===== src/rtl/calc_sequencer_pkg.sv =====
// Shared constants and state encoding for the calculator sequencer, ALU and decoder.
// Optional feature macro: CALC_CHAIN_EN (result chaining into operand A).
package calc_sequencer_pkg;

   localparam int unsigned CALC_WIDTH   = 8;
   localparam int unsigned CALC_NUM_OPS = 4;
   localparam int unsigned CALC_OP_W    = 3;

   typedef enum logic [2:0] {
      CALC_IDLE    = 3'd0,
      CALC_LOAD_A  = 3'd1,
      CALC_LOAD_B  = 3'd2,
      CALC_LOAD_OP = 3'd3,
      CALC_RESULT  = 3'd4
   } calc_state_e;

endpackage


===== src/rtl/calc_sequencer_edge_detect.sv =====
// Rising-edge detector: pulse is high for the cycle in which sig_in first reads high.
module calc_sequencer_edge_detect (
   input  logic clk,
   input  logic rst_n,
   input  logic sig_in,
   output logic pulse
);

   logic sig_q;
   logic sig_d;

   always_comb sig_d = sig_in;

   always_ff @(posedge clk or negedge rst_n) begin
      if (!rst_n) sig_q <= 1'b0;
      else        sig_q <= sig_d;
   end

   assign pulse = sig_in & ~sig_q;

endmodule


===== src/rtl/calc_sequencer.sv =====
// Operand/op sequencer for the calculator datapath; all outputs registered.
// Define CALC_CHAIN_EN to feed the last result back as operand A on a RESULT press.
module calc_sequencer
   import calc_sequencer_pkg::*;
#(
   parameter int unsigned WIDTH   = CALC_WIDTH,
   parameter int unsigned NUM_OPS = CALC_NUM_OPS,
   parameter int unsigned OP_W    = CALC_OP_W
) (
   input  logic             clk,
   input  logic             rst,
   input  logic             select,
   input  logic             restart,
   input  logic [WIDTH-1:0] value_in,
   input  logic [WIDTH-1:0] alu_out,
   input  logic             alu_flag,
   output logic [WIDTH-1:0] alu_a,
   output logic [WIDTH-1:0] alu_b,
   output logic [OP_W-1:0]  alu_sel,
   output logic             alu_load,
   output logic [WIDTH-1:0] disp_value,
   output logic             disp_load,
   output logic             result_valid,
   output logic             led_flag
);

   logic press;

   calc_sequencer_edge_detect u_sel_edge (
      .clk    (clk),
      .rst_n  (rst),
      .sig_in (select),
      .pulse  (press)
   );

   calc_state_e      state_q, state_d;
   logic [WIDTH-1:0] a_q, a_d, b_q, b_d, res_q, res_d, disp_q, disp_d;
   logic [OP_W-1:0]  sel_q, sel_d;
   logic             flag_q, flag_d, aload_q, aload_d, dload_q, dload_d, rv_q, rv_d;

   logic [OP_W-1:0]  op;
   logic [WIDTH-1:0] op_ext;
   logic             op_ok;

   always_comb begin
      op     = value_in[OP_W-1:0];
      op_ext = '0;
      op_ext[OP_W-1:0] = op;
      op_ok  = (32'(op) < NUM_OPS);
   end

   always_comb begin
      state_d = state_q;
      a_d     = a_q;
      b_d     = b_q;
      sel_d   = sel_q;
      res_d   = res_q;
      flag_d  = flag_q;
      disp_d  = disp_q;
      aload_d = 1'b0;
      rv_d    = 1'b0;

      if (restart) begin
         state_d = CALC_IDLE;
         a_d     = '0;
         b_d     = '0;
         sel_d   = '0;
         res_d   = '0;
         flag_d  = 1'b0;
      end else begin
         unique case (state_q)
            CALC_IDLE: begin
               if (press) state_d = CALC_LOAD_A;
            end
            CALC_LOAD_A: begin
               disp_d = value_in;
               if (press) begin
                  a_d     = value_in;
                  state_d = CALC_LOAD_B;
               end
            end
            CALC_LOAD_B: begin
               disp_d = value_in;
               if (press) begin
                  b_d     = value_in;
                  state_d = CALC_LOAD_OP;
               end
            end
            CALC_LOAD_OP: begin
               disp_d = op_ext;
               // out-of-range op codes are swallowed without leaving LOAD_OP
               if (press && op_ok) begin
                  sel_d   = op;
                  aload_d = 1'b1;
                  state_d = CALC_RESULT;
               end
            end
            CALC_RESULT: begin
               disp_d = res_q;
               if (aload_q) begin
                  // capture edge; presses wait until the result is stored
                  res_d  = alu_out;
                  flag_d = alu_flag;
                  rv_d   = 1'b1;
                  disp_d = alu_out;
               end else if (press) begin
`ifdef CALC_CHAIN_EN
                  a_d     = res_q;
                  state_d = CALC_LOAD_B;
`else
                  state_d = CALC_IDLE;
`endif
               end
            end
            default: state_d = CALC_IDLE;
         endcase
      end

      dload_d = (state_d != CALC_IDLE);
      if (state_d == CALC_IDLE) disp_d = '0;
   end

   always_ff @(posedge clk or negedge rst) begin
      if (!rst) begin
         state_q <= CALC_IDLE;
         a_q     <= '0;
         b_q     <= '0;
         sel_q   <= '0;
         res_q   <= '0;
         flag_q  <= 1'b0;
         disp_q  <= '0;
         aload_q <= 1'b0;
         dload_q <= 1'b0;
         rv_q    <= 1'b0;
      end else begin
         state_q <= state_d;
         a_q     <= a_d;
         b_q     <= b_d;
         sel_q   <= sel_d;
         res_q   <= res_d;
         flag_q  <= flag_d;
         disp_q  <= disp_d;
         aload_q <= aload_d;
         dload_q <= dload_d;
         rv_q    <= rv_d;
      end
   end

   assign alu_a        = a_q;
   assign alu_b        = b_q;
   assign alu_sel      = sel_q;
   assign alu_load     = aload_q;
   assign disp_value   = disp_q;
   assign disp_load    = dload_q;
   assign result_valid = rv_q;
   assign led_flag     = flag_q;

endmodule


===== config.mk =====
export PLATFORM = sky130hd
export DESIGN_NAME = calc_sequencer
export DESIGN_NICKNAME = d
export VERILOG_FILES = /design/src/rtl/calc_sequencer_pkg.sv /design/src/rtl/calc_sequencer_edge_detect.sv /design/src/rtl/calc_sequencer.sv
export SDC_FILE = /design/constraint.sdc
export NUM_CORES = 1
export LEC_CHECK = 0
export ABC_AREA = 1
export BUFFER_PORTS_ARGS = -buffer_cell sky130_fd_sc_hd__clkbuf_2
export CAP_MARGIN = 20
export CORE_MARGIN = 1
export CORE_UTILIZATION = 56
export CTS_CLUSTER_DIAMETER = 80
export DETAILED_ROUTE_END_ITERATION = 10
export GPL_TIMING_DRIVEN = 0
export PLACE_DENSITY = 0.92
export SETUP_SLACK_MARGIN = 0.1
export SLEW_MARGIN = 0
export SYNTH_ARGS = -nofsm -noshare
export SYNTH_HDL_FRONTEND = slang
export SYNTH_SLANG_ARGS = --single-unit

===== constraint.sdc =====
create_clock -name clk -period 2.23 [get_ports clk]
set_clock_uncertainty 0.2 [all_clocks]
set_input_delay 0.446 -clock clk [delete_from_list [all_inputs] [get_ports clk]]
set_output_delay 0.446 -clock clk [all_outputs]
set_load 0.005 [all_outputs]

==> metrics.md <==
| Metric | Value |
|---|---|
| Status | `complete, no violations` |
| Critical path's most frequent cell | `nand2_1` |
| Root Buffer | `clkbuf_8` |
| Cell taking the most area after synthesis | `dfrtp_1` |
| Synth Area in XOR/XNOR | `0%` |
| Die Y | `~63 µm` |
| Post-CTS sizing | `0` |
| Placement Rows | `21` |
| Least-Margin Pin Slew | `between 0.4 and 0.5 ns` |
| All-Layer GR Usage | `between 20% and 30%` |
| Vias in the first global route | `around 1,700` |
| Sequential Power Share | `roughly 56%` |
| H-tree depth | `2` |
| RSZ-0062 raised after global routing | `no` |
| Total grt overflow | `0` |
| Global-route wire length before repair | `approximately 7600 µm` |
| Worst reg-to-reg setup slack | `around 0.52 ns` |
| Worst setup SP type | `register` |
| Critical path class | `register to register` |
| CTS buffer count | `5` |
| Fin. max-slew vios | `0` |
| Critical Path Source | `alu_load` |
| Largest net degree at the start of global routing | `44` |
| Met3 GRT Util | `under 10%` |
| CTS tree | `yes` |
| Initial Utilization | `about three fifths` |
| Endpoints failing setup | `0` |
| Worst-path clk slew | `about 0.08 ns` |
| Logic pwr share | `11.5%` |
| Mux contribution to synthesized area | `0%` |
| Simple-gate share of the synthesized area | `roughly 30%` |
| Number of diodes | `0` |
| GRT met2 Usage | `41.8%` |
| Starting DRT DRC Count | `203` |
| Via density per instance | `approximately 5.2` |
| Boundary Pins | `52` |
| Maxcap violations | `0` |
| Initial antenna violation count | `0` |
| Cell Pwr Density | `between 500 and 600 nW/µm²` |
| Chip Width | `between 60 and 70 µm` |
| Total negative slack | `0 ns` |
| Tmin final | `roughly 1.7 ns` |
| Post-synth cell types | `23` |
| Fillers | `258` |
| PortBufs | `50` |
| Slew HR | `approximately 68%` |
| Core Area | `around 3400 µm²` |
| CP endpoint kind | `register` |
| Maximum VDD drop | `0.404 mV` |
| Mapped Nets | `285` |
| Switching pwr | `0.383 mW` |
| Skew-Pair Late Insertion Delay | `~0.3 ns` |
| Post-Synth Adder-Cell Area | `0%` |
| Part of the cycle the worst path needs | `76.7%` |
| Detail Route Antenna Nets | `0` |
| Worst-case clock buffer depth | `2` |
| Slowest stage delay, CP | `~0.36 ns` |
| DRC viols | `0` |
| Top-area cell type share of the netlist area | `a little over half` |
| Cell count after synthesis | `approximately 260` |
| Sw frac | `26.1%` |
| Fmax | `between 0.5 and 0.6 GHz` |
| Vias | `1,914` |
| Synth top area cells | `dfrtp_1 52%, nand2_1 19%, inv_1 5.6%` |
| Clock Power Share | `32.6%` |
| TritonRoute pass-1 iters | `5` |
| Main combinational cell family by area after synthesis | `simple AND/OR/NAND/NOR gates` |
| Mean Syn Cell Area | `just under 8 µm²` |
| Req. time, crit path | `2.22 ns` |
| R2R depth | `11` |
| Routed wire length | `4680 µm` |
| Register area share after synthesis | `52.2%` |
| YS warnings | `0` |
| Worst EP arrival | `around 1.7 ns` |
| CP max FO | `10` |
| HP Class | `primary input to register` |
| Ratio of cells with drive above 1 in the final layout | `between 20% and 30%` |
| Post-synthesis register bit count | `43` |
| Final hold vios | `0` |
| Detailed placement HPWL | `3390 µm` |
| CTS sink count | `43` |
| Worst path cell trace | `buf_2, inv_1, buf_4, nand2_1, nand2_1, nand2_1, o21ai_0, nand2_1, nand2_1, nand2_1, inv_1` |
| Met1 GRT Util | `a little under a third` |
| Netlist Area Pre-Place | `2060 µm²` |
| Critical Path End | `disp_value[6]` |
| Synth Area in Compound Gates | `between 8 and 9%` |
| GPL Wtd Cong | `around 0.8` |
| GRT busiest layer | `met2` |
| Leak | `between 1 and 1.5 nW` |
| Area growth syn-to-layout | `20.4%` |
| CP max stage cell | `dfrtp_1` |
| R2r endpoint | `disp_value[6]` |
| Int Pwr | `1.08 mW` |
| DIE AREA | `just under 4000 µm²` |
| Worst hold margin | `roughly 0.11 ns` |
| R2R Path Start | `alu_load` |
| Layout net count | `roughly 340` |
| Drt wl/cell | `approximately 13 µm` |
-- synth_stat cells, drive strengths merged --
master	instances
nand2	107
dfrtp	43
inv	35
o21ai	23
nand3	18
nor2	17
buf	9
a21oi	8
nor3	2
and3	1
nand4	1
-- per-stage QoR --
step,setup slack (ns),cell area (µm²),utilization [%],std cells,total power [mW]
floorplan,0.683,2060,-,264,0.920
global placement,0.525,2370,68.8,360,0.991
detailed placement,0.477,2370,68.8,360,0.995
CTS,0.562,2450,71.3,368,1.46
global route,0.371,2480,72.2,370,1.53
finish,0.520,2480,72.2,370,1.46
-- critical path: cells and delay by family, from the launching register on --
family / cells / cell delay, ns
AOI/OAI and AO/OA: 1 / 0.13
buffers and inverters: 4 / 0.52
DFF: 1 / 0.36
and+or+nand+nor: 6 / 0.40
-- placed cells by master (no fill, tap or decap), types with 3 or more instances in the layout --
master,instances
nand2_1,105
clkbuf_2,50
dfrtp_1,43
inv_1,31
nand3_1,16
o21ai_0,15
nor2_1,13
a21oi_1,8
o21ai_2,6
buf_2,5
clkbuf_8,5
nor2_2,3
inv_2,3
clkinv_2,3
-- flip-flops by register name, summed over array words and instances (netlist names) --
name,flops
disp_value,8
alu_b,8
u_sel_edge.sig_q,1
result_valid,1
res_q,8
state_q,3
alu_load,1
disp_load,1
alu_a,8
led_flag,1
alu_sel,3
-- how the worst min path moves through the flow --
stage | startpoint | to | depth (start not counted)
detailed placement | alu_b[5] | alu_b[5] | 2
global placement | alu_b[5] | alu_b[5] | 2
CTS | select | u_sel_edge.sig_q | 1
floorplan | rst | alu_a[0] | 0
global route | select | u_sel_edge.sig_q | 1
finish | select | u_sel_edge.sig_q | 1
-- area by class of cell --
cell class	count	area (µm²)	share of cell area, %
sequential	43	1080	43.3
inverter	35	134	5.39
multi-input combinational	177	793	31.9
clock inverter	3	15.0	0.605
tap	46	57.6	2.32
clock buffer	5	68.8	2.77
timing repair buffer	52	280	11.3
buffer	9	58.8	2.37
-- cells by family (layout without fill, tap and decap cells) --
kind of cell / after synthesis / in the layout
and+or+nand+nor: 146 / 146
buffers and inverters: 44 / 104
DFF: 43 / 43
AOI/OAI and AO/OA: 31 / 31
-- power by group through the flow --
stage | Sequential [mW] | Clock, mW | Combinational, mW
6_report | 0.819 | 0.478 | 0.168
5_1_grt | 0.821 | 0.516 | 0.187
4_1_cts | 0.819 | 0.481 | 0.163
3_5_place_dp | 0.834 | 0 | 0.161
3_3_place_gp | 0.833 | 0 | 0.158
2_1_floorplan | 0.835 | 0 | 0.0850
-- routing by layer --
layer,up-vias,part of all wire [%]
li1,932,-
met1,886,41
met2,85,49
met3,11,6.5
met4,0,3.0
met5,-,0
-- repair_timing --
action | 4_1_cts | 5_1_grt
setup endpoints to repair | 0 | 0
hold buffers | 0 | 1
setup buffers | 0 | 0
endpoints found under the hold margin | 0 | 4
(Power assumes the default switching activity.)
